--- src/rtl/wb_interconnect_n.sv ---
// wb_interconnect_n: single-master to NPERI-peripheral Wishbone interconnect.
// Decodes the peripheral index from the upper address bits, locks the selection
// for the whole transaction, and answers unmapped addresses and stalled
// peripherals with a bus error.
// Ports:
//   clk, rst_n         clock, asynchronous active-low reset
//   m_stb/m_we/m_adr   master request (held stable until m_ack or m_err)
//   m_dat_c, m_dat_p   master write data in, read data out
//   m_ack, m_err       normal completion, error termination
//   p_stb              one-hot peripheral strobes
//   p_we/p_adr/p_dat_c broadcast write enable, low address bits, write data
//   p_dat_p, p_ack     per-peripheral read data slices and acknowledges
module wb_interconnect_n #(
    parameter int NPERI          = 4,
    parameter int PERI_ADR_WIDTH = 4,
    parameter int ADR_WIDTH      = 8,
    parameter int DAT_WIDTH      = 32,
    parameter int TIMEOUT        = 16
) (
    input  logic                       clk,
    input  logic                       rst_n,
    input  logic                       m_stb,
    input  logic                       m_we,
    input  logic [ADR_WIDTH-1:0]       m_adr,
    input  logic [DAT_WIDTH-1:0]       m_dat_c,
    output logic [DAT_WIDTH-1:0]       m_dat_p,
    output logic                       m_ack,
    output logic                       m_err,
    output logic [NPERI-1:0]           p_stb,
    output logic                       p_we,
    output logic [PERI_ADR_WIDTH-1:0]  p_adr,
    output logic [DAT_WIDTH-1:0]       p_dat_c,
    input  logic [NPERI*DAT_WIDTH-1:0] p_dat_p,
    input  logic [NPERI-1:0]           p_ack
);

    localparam int IDXW = ADR_WIDTH - PERI_ADR_WIDTH;
    localparam int TW   = (TIMEOUT > 0) ? $clog2(TIMEOUT + 1) : 1;

    typedef enum logic [1:0] {
        IDLE = 2'd0,
        BUSY = 2'd1,
        ERR  = 2'd2
    } state_t;

    state_t               state;
    state_t               state_d;
    logic [IDXW-1:0]      sel_q;
    logic [IDXW-1:0]      sel_d;
    logic [IDXW-1:0]      idx;
    logic [IDXW-1:0]      sel;
    logic [TW-1:0]        tmo_cnt;
    logic [TW-1:0]        tmo_d;
    logic                 valid;
    logic                 tmo_hit;
    logic                 stb_on;
    logic                 ack_sel;
    logic                 ack_o;
    logic                 err_o;
    logic [DAT_WIDTH-1:0] dat_sel;
    logic [NPERI-1:0]     stb_vec;

    assign p_we    = m_we;
    assign p_adr   = m_adr[PERI_ADR_WIDTH-1:0];
    assign p_dat_c = m_dat_c;

    assign idx     = m_adr[ADR_WIDTH-1:PERI_ADR_WIDTH];
    assign valid   = int'(idx) < NPERI;
    assign tmo_hit = (TIMEOUT != 0) && (tmo_cnt == TW'(TIMEOUT));

    // The selection is live-decoded only while idle; once a transaction
    // stalls, the captured index is used so address changes cannot reroute.
    assign sel = (state == BUSY) ? sel_q : idx;

    always_comb begin : peri_mux
        ack_sel = 1'b0;
        dat_sel = '0;
        for (int i = 0; i < NPERI; i++) begin
            if (int'(sel) == i) begin
                ack_sel = p_ack[i];
                dat_sel = p_dat_p[i*DAT_WIDTH +: DAT_WIDTH];
            end
        end
    end

    always_comb begin : fsm_next
        state_d = state;
        sel_d   = sel_q;
        tmo_d   = tmo_cnt;
        stb_on  = 1'b0;
        ack_o   = 1'b0;
        err_o   = 1'b0;
        unique case (state)
            IDLE: begin
                tmo_d = '0;
                if (m_stb) begin
                    if (!valid) begin
                        state_d = ERR;
                    end else begin
                        stb_on = 1'b1;
                        ack_o  = ack_sel;
                        if (!ack_sel) begin
                            state_d = BUSY;
                            sel_d   = idx;
                            tmo_d   = TW'(1);
                        end
                    end
                end
            end
            BUSY: begin
                if (!m_stb) begin
                    // Master abort: drop the strobe silently.
                    state_d = IDLE;
                    tmo_d   = '0;
                end else if (ack_sel) begin
                    // An ack on the timeout cycle still completes normally.
                    stb_on  = 1'b1;
                    ack_o   = 1'b1;
                    state_d = IDLE;
                    tmo_d   = '0;
                end else if (tmo_hit) begin
                    err_o   = 1'b1;
                    state_d = IDLE;
                    tmo_d   = '0;
                end else begin
                    stb_on = 1'b1;
                    tmo_d  = tmo_cnt + TW'(1);
                end
            end
            ERR: begin
                err_o   = 1'b1;
                state_d = IDLE;
            end
            default: begin
                state_d = IDLE;
            end
        endcase
    end

    always_comb begin : stb_decode
        stb_vec = '0;
        for (int i = 0; i < NPERI; i++) begin
            if (stb_on && int'(sel) == i) begin
                stb_vec[i] = 1'b1;
            end
        end
    end

    // Outputs are gated by rst_n so a reset pulse kills the strobe and any
    // response at once, even while the master still holds its request.
    assign p_stb   = rst_n ? stb_vec : '0;
    assign m_ack   = rst_n & ack_o;
    assign m_err   = rst_n & err_o;
    assign m_dat_p = m_ack ? dat_sel : '0;

    always_ff @(posedge clk or negedge rst_n) begin
        if (!rst_n) begin
            state   <= IDLE;
            sel_q   <= '0;
            tmo_cnt <= '0;
        end else begin
            state   <= state_d;
            sel_q   <= sel_d;
            tmo_cnt <= tmo_d;
        end
    end

endmodule

--- config.mk ---
export PLATFORM = sky130hd
export DESIGN_NAME = wb_interconnect_n
export DESIGN_NICKNAME = d
export VERILOG_FILES = /design/src/rtl/wb_interconnect_n.sv
export SDC_FILE = /design/constraint.sdc
export NUM_CORES = 1
export LEC_CHECK = 0
export CAP_MARGIN = 10
export CORE_AREA = 2 2 98 100
export CTS_CLUSTER_DIAMETER = 100
export DETAILED_ROUTE_END_ITERATION = 7
export DIE_AREA = 0 0 100 102
export GPL_ROUTABILITY_DRIVEN = 0
export PLACE_DENSITY_LB_ADDON = 0.05
export SLEW_MARGIN = 15
export SYNTH_ARGS = -nofsm -noshare
export SYNTH_HDL_FRONTEND = slang
export SYNTH_SLANG_ARGS = --single-unit
--- constraint.sdc ---
create_clock -name clk -period 3.5 [get_ports clk]
set_clock_uncertainty 0.15 [all_clocks]
set_input_delay 0.525 -clock clk [delete_from_list [all_inputs] [get_ports clk]]
set_output_delay 0.525 -clock clk [all_outputs]
set_load 0.02 [all_outputs]
# [Word level (Yosys, flattened, before mapping)]
# Index checks and enable logic that the tools add are counted.
[totals] inputBits=176 word_cells=70 reg_bits=11
[op_classes] n_addsub=1 muxes=44 n_bitwise=3 magnitude_cmp=1 reduce_logical=9 n_eq_ne=9
[ops] op="32-bit two-way mux" count=5
[ops] op="1-bit two-way mux" count=23
[ops] op="5-bit two-way mux" count=3
[ops] op="2-bit two-way mux" count=6
[ops] op="5-bit one-hot mux with 2 select lines" count=1
[ops] op="4-bit by 3-bit equality test with 1-bit output, second input constant" count=2
[ops] op="4-bit two-way mux" count=2
[ops] op="1-bit one-hot mux with 2 select lines" count=3
[ops] op="5-bit by 1-bit adder with 5-bit output, second input constant" count=1
[ops] op="5-bit equality test, second input constant" count=1
[ops] op="4-bit by 2-bit equality test with 1-bit output, second input constant" count=1
[ops] op="1-bit logical AND" count=4
[ops] op="4-bit zero test" count=1
[ops] op="4-bit by 3-bit less-than comparator with 1-bit output, second input constant" count=1
[ops] op="4-bit != test, second input constant" count=1
[ops] op="2-bit one-hot mux with 2 select lines" count=1
[ops] op="4-bit AND reduction" count=1
[ops] op="3-bit != test, second input constant" count=1
[ops] op="3-bit AND reduction" count=1
[ops] op="1-bit bitwise AND" count=2
[ops] op="2-bit by 1-bit equality test with 1-bit output, second input constant" count=1
[ops] op="2-bit equality test, second input constant" count=1
[ops] op="2-bit zero test" count=1
[ops] op="2-bit != test, second input constant" count=1
[ops] op="other kinds (2)" count=2

# [Depth between registers and ports, before layout]
# Gate-level depths: netlist (run 1).
[depth] depth_word=13 mapped_depth=11 mapped_depth_nobuf=8

# [Worst setup path before layout (run 1)]
# No wires, ideal clock.
[synth_path] path_type="reg-to-output" from="register state[1]" to="output p_stb[1]" slack_ps=172 n_path_buf=0 arrival_time_ps=2653 stages_incl_launch_ff=9 path_cell_list="dfrtp_1 > inv_1 > ha_1 > mux2_2 > a211oi_1 > and3_1 > a21oi_1 > a31o_2 > nor4b_1"
[synth_between] elab_chain_len=13
[synth_lines] element="start, declared" line="46" rtl="state_t state;"
[synth_lines] element="start signal, assigned" line="162" rtl="state <= state_d;"
[synth_lines] element="2-bit by 1-bit equality test with 1-bit output" line="73, 93"
[synth_lines] element="4-bit two-way mux" line="73" rtl="assign sel = (state == BUSY) ? sel_q : idx;"
[synth_lines] element="4-bit zero test" line="79" rtl="if (int'(sel) == i) begin"
[synth_lines] element="1-bit two-way mux (4 in series)" line="79"
[synth_lines] element="1-bit two-way mux" line="115" rtl="end else if (ack_sel) begin"
[synth_lines] element="1-bit two-way mux" line="111" rtl="if (!m_stb) begin"
[synth_lines] element="1-bit one-hot mux with 2 select lines" line="93" rtl="unique case (state)"
[synth_lines] element="1-bit logical AND *" line="143" rtl="if (stb_on && int'(sel) == i) begin"
[synth_lines] element="1-bit two-way mux *" line="143"
[synth_lines] element="4-bit two-way mux *" line="151" rtl="assign p_stb = rst_n ? stb_vec : '0;"
[synth_lines] element="end, declared" line="29" rtl="output logic [NPERI-1:0] p_stb,"
# Mark *: on every way between the ends. The rest lies on a longest branch, timed or not.

# [Worst setup path in the final report (run 1)]
[layout_path] from="register state[1]" to="output m_ack"
[layout_between] elab_chain_len=11
[layout_lines] element="2-bit by 1-bit equality test with 1-bit output" line="73, 93"
[layout_lines] element="4-bit two-way mux" line="73"
[layout_lines] element="4-bit zero test" line="79"
[layout_lines] element="1-bit two-way mux (4 in series)" line="79"
[layout_lines] element="1-bit two-way mux (on tied branches)" line="115, 97"
[layout_lines] element="1-bit two-way mux (on tied branches)" line="111, 96"
[layout_lines] element="1-bit one-hot mux with 2 select lines *" line="93"
[layout_lines] element="1-bit bitwise AND *" line="152" rtl="assign m_ack = rst_n & ack_o;"
[layout_lines] element="end, declared" line="27" rtl="output logic m_ack,"
# Marks and branches as above.

==> flow_metrics.tcl, run 1 <==
set metrics [dict create \
    synthSimpleGateAreaFrac_pct 20.64 \
    fillers 980 \
    start_kind "flop" \
    seqCellArea_sq_um 275.3 \
    drcViolationCount 0 \
    netlist_area_sq_um 2201 \
    fp.dieW_um 100 \
    end_kind "primary output" \
    antenna_found_initial 0 \
    finalCritPeriodShare_pct 95.67 \
    ys_ff_latch 11 \
    die_h_um 102 \
    final_cell_mix "138 x clkdlybuf4s50_1, 43 x nand2_1, 41 x o21ai_0" \
    cts_buffers 3 \
    synth_ff_type "dfrtp_1" \
    cts_tree "built" \
    diodes 0 \
    start_util_pct 24.16 \
    drive_above_1_share_pct 15.73 \
    core_sq_um 9109 \
    via_count 2805 \
    synth_warnings 0 \
    setup_violations 0 \
    clk_pin_slew_ns 0.06 \
    antenna_left 0 \
    cp_max_fo 12 \
    grt_overflow 0 \
    cp.arrival_ns 2.67 \
    port_buffers 176 \
    grt_max_degree 35 \
    cts_hold_buf 0 \
    multi_input_area_sq_um 1549 \
    rrSetupSlack_ns 0.81 \
    rows 35 \
    utilization_pct 42.40 \
    track_usage_pct 17.35 \
    synthXorXnorAreaFrac_pct 0 \
    die-area_sq_um 10200 \
    avgSynthCellArea_sq_um 6.899 \
    outcome "completed" \
    period_minus_slack_ns 3.348 \
    hold_viol_final 0 \
    fin_cells 575 \
    slew_violations 0 \
    grt_pass1_wl_mm 14.03 \
    synth_top_family_by_area "compound AO/OA/AOI/OAI gates" \
    grt_pass1_vias 2826 \
    clock_path_buffers 2 \
    yosysSeqAreaShare_pct 12.51 \
    layout_commonest_cell "clkdlybuf4s50_1" \
    h-tree-depth 1 \
    leakagePower_nw 1.597 \
    dp.cells 571 \
    fin_nets 647 \
    yosys.cell_types.count 35 \
    path_class "reg2out" \
    drt_first_pass_iters 4 \
    root_buffer "clkbuf_8" \
    synth_mux_area_share_pct 18.14 \
    relSlewSlack_pct 58.41 \
    drt-initial-drc-count 68 \
    fmax_mhz 298.6 \
    maxCapViolations 0 \
    synth-compound-area-share_pct 26.61 \
    ir_drop_mv 0.1275 \
    hold_ws_ns 0.3306 \
    clock_latency_ns 0.24 \
    power_density_nw_per_um2 268.7 \
    area_growth_pct 75.50 \
    async_flop_share_pct 100.0 \
    cts.sinks 11 \
    dp_hpwl_mm 7.674 \
    io_pins 251 \
    totalWireLength_mm 9.615 \
    crit_required_ns 2.82 \
    synthCells 319 \
    rsz0062_at_grt "no" \
    vias_per_cell 4.878 \
    synthAdderAreaFrac_pct 3.411 \
    tightest_slew_ns 0.6238 \
    syn_nets 501 \
    synth_enable_flop_cells 0 \
    hold_class "reg2reg" \
    wire_per_inst_um 16.72 \
]
metrics by stage:
stage	worst slack, ns	power, mW	TNS [ns]	instance area [sq um]
6_report	0.1516	1.038	0	3862
5_1_grt	0.01089	1.124	0	3862
4_1_cts	0.008168	1.041	0	3965
3_5_place_dp	-0.2364	0.9062	-6.756	3965
3_3_place_gp	-0.2052	0.9030	-6.115	3965
2_1_floorplan	0.1723	0.6131	0	2201
synth_stat cells, types with 4 or more instances:
master,n,area share [%]
and2_1,6,1.7
nand2_1,43,7.3
clkbuf_1,15,2.6
nor2_1,40,6.8
o21ai_0,41,9.3
buf_4,37,13
nand3_1,5,1.1
buf_2,8,1.8
a22oi_1,32,11
mux2i_1,32,15
ha_1,6,3.4
inv_1,10,1.7
dfrtp_1,11,13
a21oi_1,4,0.91
power by group:
group	switching [mW]	internal [mW]
clock network	0.0530	0.0803
registers	0.0267	0.152
logic	0.346	0.380
worst paths after layout:
kind | start | endpoint | depth (start not counted)
hold reg to reg | sel_q[3]$_DFFE_PN0P_ | sel_q[3]$_DFFE_PN0P_ | 1
min in group asynchronous | rst_n | tmo_cnt[1]$_DFFE_PN0N_ | 2
max in group asynchronous | rst_n | sel_q[3]$_DFFE_PN0P_ | 2
hold / removal | sel_q[3]$_DFFE_PN0P_ | sel_q[3]$_DFFE_PN0P_ | 1
setup / recovery | state[1]$_DFFE_PN0P_ | m_ack | 10
setup reg to reg | state[1]$_DFFE_PN0P_ | sel_q[0]$_DFFE_PN0P_ | 10
final cells by class:
| type | instances | share of cell area, % |
|---|---|---|
| Timing Repair Buffer | 201 | 47.04 |
| Inverter | 10 | 0.9718 |
| Multi-Input combinational cell | 238 | 40.10 |
| Sequential cell | 11 | 7.127 |
| Tap cell | 111 | 3.596 |
| Clock buffer | 4 | 1.166 |
worst max-delay path, cell delays in order, from the launching register on:
cell             delay [ns]
dfrtp_1                0.37
inv_1                  0.13
ha_2                   0.21
mux2_2                 0.36
a211oi_4               0.28
and3_4                 0.23
a21oi_1                0.06
or2_4                  0.29
buf_12                 0.15
inv_1                  0.05
clkdlybuf4s15_1        0.29
metal layers:
layer	vias up	part of all wire, %	track usage, %
met2	120	53	33.06
met4	0	3.0	6.217
met1	1281	37	19.13
li1	1371	-	-
met5	-	0	0
met3	33	6.8	3.420
flip-flops by register name (all words and copies together), names as in the netlist:
name	count
sel_q	4
state	2
tmo_cnt	5
cell families after synthesis:
kind of cell,count (synthesis)
simple gates,105
fa+ha+maj,6
flops,11
buf+inv,70
mux,38
compound gates,89
timing repair:
action                                  CTS  global route
buffers inserted                          0             0
endpoints found under the setup margin   38            35
cloned                                    0             0
resized for setup                        39            73
Power figures use the tool's default switching activity.
==> run 2, diff against run 1 <==
--- a/config.mk
+++ b/config.mk
@@ -12,7 +12,7 @@
 export DIE_AREA = 0 0 100 102
 export GPL_ROUTABILITY_DRIVEN = 0
 export PLACE_DENSITY_LB_ADDON = 0.05
-export SLEW_MARGIN = 15
+export SLEW_MARGIN = 20
 export SYNTH_ARGS = -nofsm -noshare
 export SYNTH_HDL_FRONTEND = slang
 export SYNTH_SLANG_ARGS = --single-unit
==> results of run 2 <==
Same layout as run 1: the final DEF is identical, and so are final timing and power.
==> run 3, diff against run 2 <==
--- a/config.mk
+++ b/config.mk
@@ -12,7 +12,7 @@
 export DIE_AREA = 0 0 100 102
 export GPL_ROUTABILITY_DRIVEN = 0
 export PLACE_DENSITY_LB_ADDON = 0.05
-export SLEW_MARGIN = 20
+export SLEW_MARGIN = 25
 export SYNTH_ARGS = -nofsm -noshare
 export SYNTH_HDL_FRONTEND = slang
 export SYNTH_SLANG_ARGS = --single-unit
==> results of run 3 <==
Same layout as run 1: the final DEF is identical, and so are final timing and power.
